### src/rtl/issue_ctrl_pkg.sv
// issue_ctrl_pkg: shared state encoding and widths for the issue controller
package issue_ctrl_pkg;
  localparam int REG_AW = 5;
  localparam int CTRL_STATE_W = 2;
  typedef enum logic [CTRL_STATE_W-1:0] {
    CTRL_RUN     = 2'd0,
    CTRL_BR_WAIT = 2'd1,
    CTRL_FLUSH   = 2'd2,
    CTRL_HALT    = 2'd3
  } ctrl_state_e;
endpackage

### src/rtl/issue_ctrl_if.sv
// issue_ctrl_if: decode/EX/MEM/WB inputs and pipeline control outputs of the issue controller
interface issue_ctrl_if;
  import issue_ctrl_pkg::*;
  logic id_valid, id_rs1_r_ena, id_rs2_r_ena, id_rd_w_ena, id_is_bj, id_is_ebreak;
  logic [REG_AW-1:0] id_rs1_r_addr, id_rs2_r_addr, id_rd_w_addr, wb_rd_addr;
  logic ex_bj_done, ex_redirect, mem_busy, wb_w_ena;
  logic issue, if_stall, id_stall, ex_stall, ex_bubble, id_flush, halted;
  logic [CTRL_STATE_W-1:0] ctrl_state;
  modport master (
    output id_valid, id_rs1_r_ena, id_rs1_r_addr, id_rs2_r_ena, id_rs2_r_addr,
           id_rd_w_ena, id_rd_w_addr, id_is_bj, id_is_ebreak,
           ex_bj_done, ex_redirect, mem_busy, wb_w_ena, wb_rd_addr,
    input  issue, if_stall, id_stall, ex_stall, ex_bubble, id_flush, halted, ctrl_state
  );
  modport slave (
    input  id_valid, id_rs1_r_ena, id_rs1_r_addr, id_rs2_r_ena, id_rs2_r_addr,
           id_rd_w_ena, id_rd_w_addr, id_is_bj, id_is_ebreak,
           ex_bj_done, ex_redirect, mem_busy, wb_w_ena, wb_rd_addr,
    output issue, if_stall, id_stall, ex_stall, ex_bubble, id_flush, halted, ctrl_state
  );
endinterface

### src/rtl/issue_ctrl_scoreboard.sv
// issue_scoreboard: per-register pending-write counters with inc/dec and rs1/rs2/rd read ports
module issue_scoreboard
  import issue_ctrl_pkg::*;
#(
  parameter int NREG  = 32,
  parameter int CNT_W = 2
) (
  input  logic              clk,
  input  logic              rst,
  input  logic              i_inc_ena,
  input  logic [REG_AW-1:0] i_inc_addr,
  input  logic              i_dec_ena,
  input  logic [REG_AW-1:0] i_dec_addr,
  input  logic [REG_AW-1:0] i_rs1_addr,
  input  logic [REG_AW-1:0] i_rs2_addr,
  input  logic [REG_AW-1:0] i_rd_addr,
  output logic [CNT_W-1:0]  o_rs1_cnt,
  output logic [CNT_W-1:0]  o_rs2_cnt,
  output logic [CNT_W-1:0]  o_rd_cnt
);
  logic [CNT_W-1:0] r_cnt [NREG];
  logic [NREG-1:0]  w_inc, w_dec;
  // one-hot decode of the issue and writeback targets, plus the read ports
  always_comb begin
    for (int i = 0; i < NREG; i++) begin
      w_inc[i] = i_inc_ena & (i_inc_addr == REG_AW'(i));
      w_dec[i] = i_dec_ena & (i_dec_addr == REG_AW'(i));
    end
    o_rs1_cnt = r_cnt[i_rs1_addr];
    o_rs2_cnt = r_cnt[i_rs2_addr];
    o_rd_cnt  = r_cnt[i_rd_addr];
  end
  // count up on issue, down on writeback; both on one register cancel, decrement saturates at 0
  always_ff @(posedge clk)
    for (int i = 0; i < NREG; i++)
      if (rst) r_cnt[i] <= '0;
      else if (w_inc[i] & ~w_dec[i]) r_cnt[i] <= r_cnt[i] + 1'b1;
      else if (w_dec[i] & ~w_inc[i] & (r_cnt[i] != '0)) r_cnt[i] <= r_cnt[i] - 1'b1;
  // a writeback with nothing pending means the pipeline lost track of an in-flight write
  always_ff @(posedge clk)
    if (!rst && i_dec_ena && !(i_inc_ena && i_inc_addr == i_dec_addr))
      assert (r_cnt[i_dec_addr] != '0)
      else $error("issue_scoreboard: writeback to x%0d with no pending write", i_dec_addr);
endmodule

### src/rtl/issue_ctrl.sv
// issue_ctrl: in-order issue/hazard controller with scoreboard and branch/flush/halt sequencing
module issue_ctrl
  import issue_ctrl_pkg::*;
#(
  parameter int NREG       = 32,
  parameter int CNT_W      = 2,
  parameter int FLUSH_CYC  = 1,
  parameter int WR_THROUGH = 1
) (
  input logic         clk,
  input logic         rst,
  issue_ctrl_if.slave bus
);
  localparam int FW = FLUSH_CYC > 1 ? $clog2(FLUSH_CYC) : 1;
  ctrl_state_e      r_state;
  logic [FW-1:0]    r_fcnt;
  logic [CNT_W-1:0] w_rs1_cnt, w_rs2_cnt, w_rd_cnt;
  logic w_freeze, w_nt, w_eff_run, w_wt1, w_wt2, w_raw, w_waw, w_hold, w_bw_wait;
  logic w_issue, w_inc, w_dec;
  issue_scoreboard #(.NREG(NREG), .CNT_W(CNT_W)) u_sb (
    .clk        (clk),
    .rst        (rst),
    .i_inc_ena  (w_inc),
    .i_inc_addr (bus.id_rd_w_addr),
    .i_dec_ena  (w_dec),
    .i_dec_addr (bus.wb_rd_addr),
    .i_rs1_addr (bus.id_rs1_r_addr),
    .i_rs2_addr (bus.id_rs2_r_addr),
    .i_rd_addr  (bus.id_rd_w_addr),
    .o_rs1_cnt  (w_rs1_cnt),
    .o_rs2_cnt  (w_rs2_cnt),
    .o_rd_cnt   (w_rd_cnt)
  );
  // hazard detection and stall/bubble/flush decode; a not-taken resolve cycle behaves like RUN
  // so the fall-through instruction already sitting in ID issues without being dropped
  always_comb begin
    w_freeze  = bus.mem_busy & (r_state != CTRL_HALT);
    w_nt      = (r_state == CTRL_BR_WAIT) & bus.ex_bj_done & ~bus.ex_redirect;
    w_eff_run = (r_state == CTRL_RUN) | w_nt;
    w_wt1     = (WR_THROUGH != 0) & bus.wb_w_ena & (bus.wb_rd_addr == bus.id_rs1_r_addr) & (w_rs1_cnt == CNT_W'(1));
    w_wt2     = (WR_THROUGH != 0) & bus.wb_w_ena & (bus.wb_rd_addr == bus.id_rs2_r_addr) & (w_rs2_cnt == CNT_W'(1));
    w_raw     = (bus.id_rs1_r_ena & (bus.id_rs1_r_addr != '0) & (w_rs1_cnt != '0) & ~w_wt1)
              | (bus.id_rs2_r_ena & (bus.id_rs2_r_addr != '0) & (w_rs2_cnt != '0) & ~w_wt2);
    w_waw     = bus.id_rd_w_ena & (bus.id_rd_w_addr != '0) & (w_rd_cnt == '1);
    w_issue   = ~rst & w_eff_run & bus.id_valid & ~w_raw & ~w_waw & ~bus.mem_busy;
    w_hold    = w_eff_run & bus.id_valid & (w_raw | w_waw);
    w_bw_wait = (r_state == CTRL_BR_WAIT) & ~w_nt;
    w_inc     = w_issue & bus.id_rd_w_ena & (bus.id_rd_w_addr != '0);
    w_dec     = ~rst & ~w_freeze & bus.wb_w_ena & (bus.wb_rd_addr != '0);
    bus.issue      = w_issue;
    bus.if_stall   = ~rst & (w_freeze | w_hold | w_bw_wait | (r_state == CTRL_HALT));
    bus.id_stall   = ~rst & (w_freeze | w_hold | w_bw_wait | (r_state == CTRL_HALT));
    bus.ex_stall   = ~rst & w_freeze;
    bus.ex_bubble  = rst | (~w_freeze & ~w_issue);
    bus.id_flush   = rst | (~w_freeze & (r_state == CTRL_FLUSH));
    bus.halted     = ~rst & (r_state == CTRL_HALT);
    bus.ctrl_state = r_state;
  end
  // control FSM; a memory freeze holds state and flush counter, HALT leaves only by reset
  always_ff @(posedge clk)
    if (rst) begin
      r_state <= CTRL_RUN;
      r_fcnt  <= '0;
    end else if (!w_freeze) begin
      if (w_issue && bus.id_is_bj) r_state <= CTRL_BR_WAIT;
      else if (w_issue && bus.id_is_ebreak) r_state <= CTRL_HALT;
      else if (r_state == CTRL_BR_WAIT && bus.ex_bj_done) begin
        r_state <= bus.ex_redirect ? CTRL_FLUSH : CTRL_RUN;
        r_fcnt  <= FW'(FLUSH_CYC - 1);
      end else if (r_state == CTRL_FLUSH) begin
        if (r_fcnt == '0) r_state <= CTRL_RUN;
        else r_fcnt <= r_fcnt - 1'b1;
      end
    end
endmodule

### src/flat_wrapper.sv
// flat-port wrapper written by rule: the top's interface ports become plain ports
module issue_ctrl_flat import issue_ctrl_pkg::*;
#(
  parameter int NREG       = 32,
  parameter int CNT_W      = 2,
  parameter int FLUSH_CYC  = 1,
  parameter int WR_THROUGH = 1
)
  (clk, rst, bus_id_valid, bus_id_rs1_r_ena, bus_id_rs1_r_addr, bus_id_rs2_r_ena, bus_id_rs2_r_addr, bus_id_rd_w_ena, bus_id_rd_w_addr, bus_id_is_bj, bus_id_is_ebreak, bus_ex_bj_done, bus_ex_redirect, bus_mem_busy, bus_wb_w_ena, bus_wb_rd_addr, bus_issue, bus_if_stall, bus_id_stall, bus_ex_stall, bus_ex_bubble, bus_id_flush, bus_halted, bus_ctrl_state);
  issue_ctrl_if bus_i ();
  input logic clk;
  input logic rst;
  input wire logic [$bits(bus_i.id_valid)-1:0] bus_id_valid;
  input wire logic [$bits(bus_i.id_rs1_r_ena)-1:0] bus_id_rs1_r_ena;
  input wire logic [$bits(bus_i.id_rs1_r_addr)-1:0] bus_id_rs1_r_addr;
  input wire logic [$bits(bus_i.id_rs2_r_ena)-1:0] bus_id_rs2_r_ena;
  input wire logic [$bits(bus_i.id_rs2_r_addr)-1:0] bus_id_rs2_r_addr;
  input wire logic [$bits(bus_i.id_rd_w_ena)-1:0] bus_id_rd_w_ena;
  input wire logic [$bits(bus_i.id_rd_w_addr)-1:0] bus_id_rd_w_addr;
  input wire logic [$bits(bus_i.id_is_bj)-1:0] bus_id_is_bj;
  input wire logic [$bits(bus_i.id_is_ebreak)-1:0] bus_id_is_ebreak;
  input wire logic [$bits(bus_i.ex_bj_done)-1:0] bus_ex_bj_done;
  input wire logic [$bits(bus_i.ex_redirect)-1:0] bus_ex_redirect;
  input wire logic [$bits(bus_i.mem_busy)-1:0] bus_mem_busy;
  input wire logic [$bits(bus_i.wb_w_ena)-1:0] bus_wb_w_ena;
  input wire logic [$bits(bus_i.wb_rd_addr)-1:0] bus_wb_rd_addr;
  output wire logic [$bits(bus_i.issue)-1:0] bus_issue;
  output wire logic [$bits(bus_i.if_stall)-1:0] bus_if_stall;
  output wire logic [$bits(bus_i.id_stall)-1:0] bus_id_stall;
  output wire logic [$bits(bus_i.ex_stall)-1:0] bus_ex_stall;
  output wire logic [$bits(bus_i.ex_bubble)-1:0] bus_ex_bubble;
  output wire logic [$bits(bus_i.id_flush)-1:0] bus_id_flush;
  output wire logic [$bits(bus_i.halted)-1:0] bus_halted;
  output wire logic [$bits(bus_i.ctrl_state)-1:0] bus_ctrl_state;
  assign bus_i.id_valid = bus_id_valid;
  assign bus_i.id_rs1_r_ena = bus_id_rs1_r_ena;
  assign bus_i.id_rs1_r_addr = bus_id_rs1_r_addr;
  assign bus_i.id_rs2_r_ena = bus_id_rs2_r_ena;
  assign bus_i.id_rs2_r_addr = bus_id_rs2_r_addr;
  assign bus_i.id_rd_w_ena = bus_id_rd_w_ena;
  assign bus_i.id_rd_w_addr = bus_id_rd_w_addr;
  assign bus_i.id_is_bj = bus_id_is_bj;
  assign bus_i.id_is_ebreak = bus_id_is_ebreak;
  assign bus_i.ex_bj_done = bus_ex_bj_done;
  assign bus_i.ex_redirect = bus_ex_redirect;
  assign bus_i.mem_busy = bus_mem_busy;
  assign bus_i.wb_w_ena = bus_wb_w_ena;
  assign bus_i.wb_rd_addr = bus_wb_rd_addr;
  assign bus_issue = bus_i.issue;
  assign bus_if_stall = bus_i.if_stall;
  assign bus_id_stall = bus_i.id_stall;
  assign bus_ex_stall = bus_i.ex_stall;
  assign bus_ex_bubble = bus_i.ex_bubble;
  assign bus_id_flush = bus_i.id_flush;
  assign bus_halted = bus_i.halted;
  assign bus_ctrl_state = bus_i.ctrl_state;
  issue_ctrl #(.NREG(NREG), .CNT_W(CNT_W), .FLUSH_CYC(FLUSH_CYC), .WR_THROUGH(WR_THROUGH)) u_core (.clk(clk), .rst(rst), .bus(bus_i));
endmodule
### config.mk
export PLATFORM = sky130hd
export DESIGN_NAME = issue_ctrl_flat
export DESIGN_NICKNAME = d
export VERILOG_FILES = /design/src/rtl/issue_ctrl_pkg.sv /design/src/rtl/issue_ctrl_if.sv /design/src/rtl/issue_ctrl_scoreboard.sv /design/src/rtl/issue_ctrl.sv /design/src/flat_wrapper.sv
export SDC_FILE = /design/constraint.sdc
export NUM_CORES = 1
export LEC_CHECK = 0
export CAP_MARGIN = 10
export CORE_MARGIN = 10
export CORE_UTILIZATION = 66
export CTS_BUF_LIST = sky130_fd_sc_hd__clkbuf_4 sky130_fd_sc_hd__clkbuf_8 sky130_fd_sc_hd__clkbuf_16
export DETAILED_ROUTE_END_ITERATION = 10
export MAX_ROUTING_LAYER = met4
export PLACE_DENSITY = 0.87
export SLEW_MARGIN = 20
export SYNTH_ARGS = -nofsm -noshare
export SYNTH_HDL_FRONTEND = slang
export SYNTH_SLANG_ARGS = --single-unit
### constraint.sdc
create_clock -name clk -period 12.55 [get_ports clk]
set_clock_uncertainty 0.1 [all_clocks]
set_input_delay 2.51 -clock clk [delete_from_list [all_inputs] [get_ports clk]]
set_output_delay 2.51 -clock clk [all_outputs]
set_load 0.01 [all_outputs]
==> results.md <==
- # IOs: 41
- Crit path max-delay cell type: clkdlybuf4s50_1
- Final hold viol count: 0
- Post-layout util: 0.718
- Status: finished clean
- Fmax: 104 MHz
- Period utilisation layout: 0.763
- Max Root-Sink Buffers: 2
- Most frequent cells in the layout: 80 x nand2_1, 70 x inv_1, 67 x nand3_1
- Seq/Total Area, Yosys: 0.286
- Critical Path End Type: primary output
- Grt total ovfl: 0
- Top cell type's share of synthesized area: 0.280
- Root buf cell: clkbuf_8
- Reg clk slew, reported paths: 80 ps
- Max Cap Viol: 0
- # setup viols final: 0
- Number of global-route vias before repair: 6228
- DRC errors left: 0
- Final setup TNS: 0 ps
- Critical Path RT: 9940 ps
- Routed WL: 21100 µm
- Startpoint Class: input port
- Postcts setup bufs: 0
- Netlist cell types: 60
- CTS Buf Count: 9
- #FFs+latches synth: 66
- Power Internal: 393 µW
- Fill cell count: 753
- Worst hold path class: reg2reg
- Post-layout min period: 9580 ps
- Setup CP Type: in2out
- Net count reported at finish: 838
- Crit-path cells: clkdlybuf4s50_1 -> mux4_2 -> a22oi_1 -> nand3_1 -> nor3b_1 -> o21a_1 -> nor2_2 -> o21ai_0 -> a31oi_1 -> clkdlybuf4s50_1
- Clock Power Share: 0.317
- Combinational power share: 0.229
- R2R Setup Slk: 8770 ps
- Area of the multi-input gates: 4310 µm²
- RSZ-0062 raised after global routing: no
- Placer Congestion: 1.05
- Yosys top cell by area: edfxtp_1
- Mapped Cells: 773
- Max-slew violation count: 0
- Vias: 6521
- Crit path arrival time: 6970 ps
- Reg area: 1960 µm²
- Pwr dens: 78.4 nW/µm²
- Max IR drop VDD: 0.0541 mV
- Depth of the worst register-to-register path: 8
- Die area: 14900 µm²
- Vias per cell: 7.11
- Cell mode on critical path: clkdlybuf4s50_1
- Largest cells by area after synthesis: edfxtp_1 28%, mux4_2 12%, ha_1 5.5%
- First-pass GRT wire length: 32800 µm
- Drt pass-1 iters: 7
- Core footprint: 10200 µm²
- Mean Syn Cell Area: 8.87 µm²
- Clk_lat worst skew: 370 ps
- Layout cells sized above 1: 0.114
- Slew HR: 0.316
- H-tree Lvls: 3
- Mapped cell area: 6860 µm²
- Detail Placement HPWL: 16100 µm
- Clock Sinks: 66
- Initial Util: 0.670
- 1st-iter DRT viols: 1022
- Fraction of registers with async set/reset: 0
- CTS tree: built
- Die W: 122 µm
- Reg-to-Reg End: u_core.u_sb.r_cnt[8][1]
- Commonest non-fill, non-tap cell in the layout: nand2_1
- Post-DRT Antenna Nets: 0
- Min-delay src: u_core.u_sb.r_cnt[4][0]
- Chip height: 122 µm
- Worst slew pin tran: 1020 ps
- Crit path max fanout: 21
- Diodes inserted: 0
- Primary FF master, synth: edfxtp_1
- Drt wl/cell: 23.0 µm
- GRT Overall Usage: 0.292
- # hold bufs at CTS: 0
- Critical Path Max Stage Delay: 1050 ps
- Sw Pwr: 183 µW
- Critical path origin: bus_id_rs1_r_addr[1]
- Net Sw Frac: 0.318
- Area Growth Syn to Fin: 7.10%
- FP Rows: 37
- Largest net degree at the start of global routing: 77
- Initial antenna violation count: 0
- Number of enable flip-flop cells after synthesis: 64
- P_leak: 0.00263 µW
- Crit Reg-Reg Startpoint: u_core.u_sb.r_cnt[19][1]
- Port Buffers: 40
- Cts repair resizes: 0
- Crit path capture: bus_id_stall
- Yosys warnings: 0
- Seq pwr share: 0.454
## power by group through the flow
stage | clock network, µW | registers (µW) | logic [µW]
floorplan | 0 | 260 | 96.7
detailed placement | 0 | 266 | 128
finish | 183 | 262 | 132
global placement | 0 | 265 | 123
global route | 190 | 262 | 142
CTS | 183 | 261 | 128
## state kept, by name, summed over array words and instances, names as in the netlist
register and flops:
u_core.bus.ctrl_state 2, u_core.u_sb.r_cnt 64
## kinds of logic (layout without fill, tap and decap cells)
group / count (synthesis) / count (layout) / synth area share
adder cells (fa/ha/maj): 30 / 30 / 0.0547
AO/OA/AOI/OAI: 136 / 136 / 0.132
AND/OR/NAND/NOR: 328 / 328 / 0.250
multiplexers: 76 / 76 / 0.178
XOR/XNOR: 10 / 10 / 0.0128
other: 1 / 2 / 0.000547
flip-flops: 66 / 66 / 0.286
buffers and inverters: 126 / 133 / 0.0858
## cells in the mapped netlist (17+ instances only)
cell type,instances
or3_1,28
inv_1,70
nor2_1,54
ha_1,30
clkbuf_1,21
buf_2,17
mux4_2,36
o21ai_0,34
nand2_1,80
o31ai_1,19
nor3_1,18
nand3_1,67
mux2i_1,31
a21oi_1,26
edfxtp_1,64
## metrics by stage
stage / std cells / power, µW / cell area, µm² / setup slack, ps / hold slack [ps]
global placement: 901 / 388 / 7160 / 2960 / 500
floorplan: 774 / 357 / 6860 / 4850 / 461
global route: 917 / 595 / 7340 / 2690 / 538
finish: 917 / 576 / 7340 / 2970 / 534
detailed placement: 901 / 394 / 7160 / 2780 / 515
CTS: 917 / 572 / 7350 / 2750 / 528
## layout make-up
| type | instances | share of cell area |
|---|---|---|
| Clock buffer | 10 | 0.0179 |
| Clock inverter | 6 | 0.00784 |
| Inverter | 70 | 0.0358 |
| Multi-Input combinational cell | 582 | 0.587 |
| Sequential cell | 66 | 0.267 |
| Tap cell | 136 | 0.0232 |
| Timing Repair Buffer | 47 | 0.0610 |
## worst max-delay path, delay by kind of cell
family	cells	cell delay, ps
buf+inv	2	1650
mux	1	420
simple gates	3	1210
compound gates	4	1170
## routing by layer
layer	track usage	wire, µm
met1	0.355	7850
met2	0.454	9700
met3	0.0569	2420
met4	0.152	1090
met5	-	0
## how the worst min path moves through the flow
stage / depth (start not counted) / slack [ps] / end
after global placement: 1 / 500 / u_core.u_sb.r_cnt[24][0]
after global routing: 1 / 540 / u_core.u_sb.r_cnt[13][0]
after floorplan: 1 / 460 / u_core.u_sb.r_cnt[29][0]
after CTS: 1 / 530 / u_core.u_sb.r_cnt[13][0]
after detailed placement: 1 / 510 / u_core.u_sb.r_cnt[24][0]
final: 1 / 530 / u_core.u_sb.r_cnt[4][0]
Power figures use the tool's default switching activity.
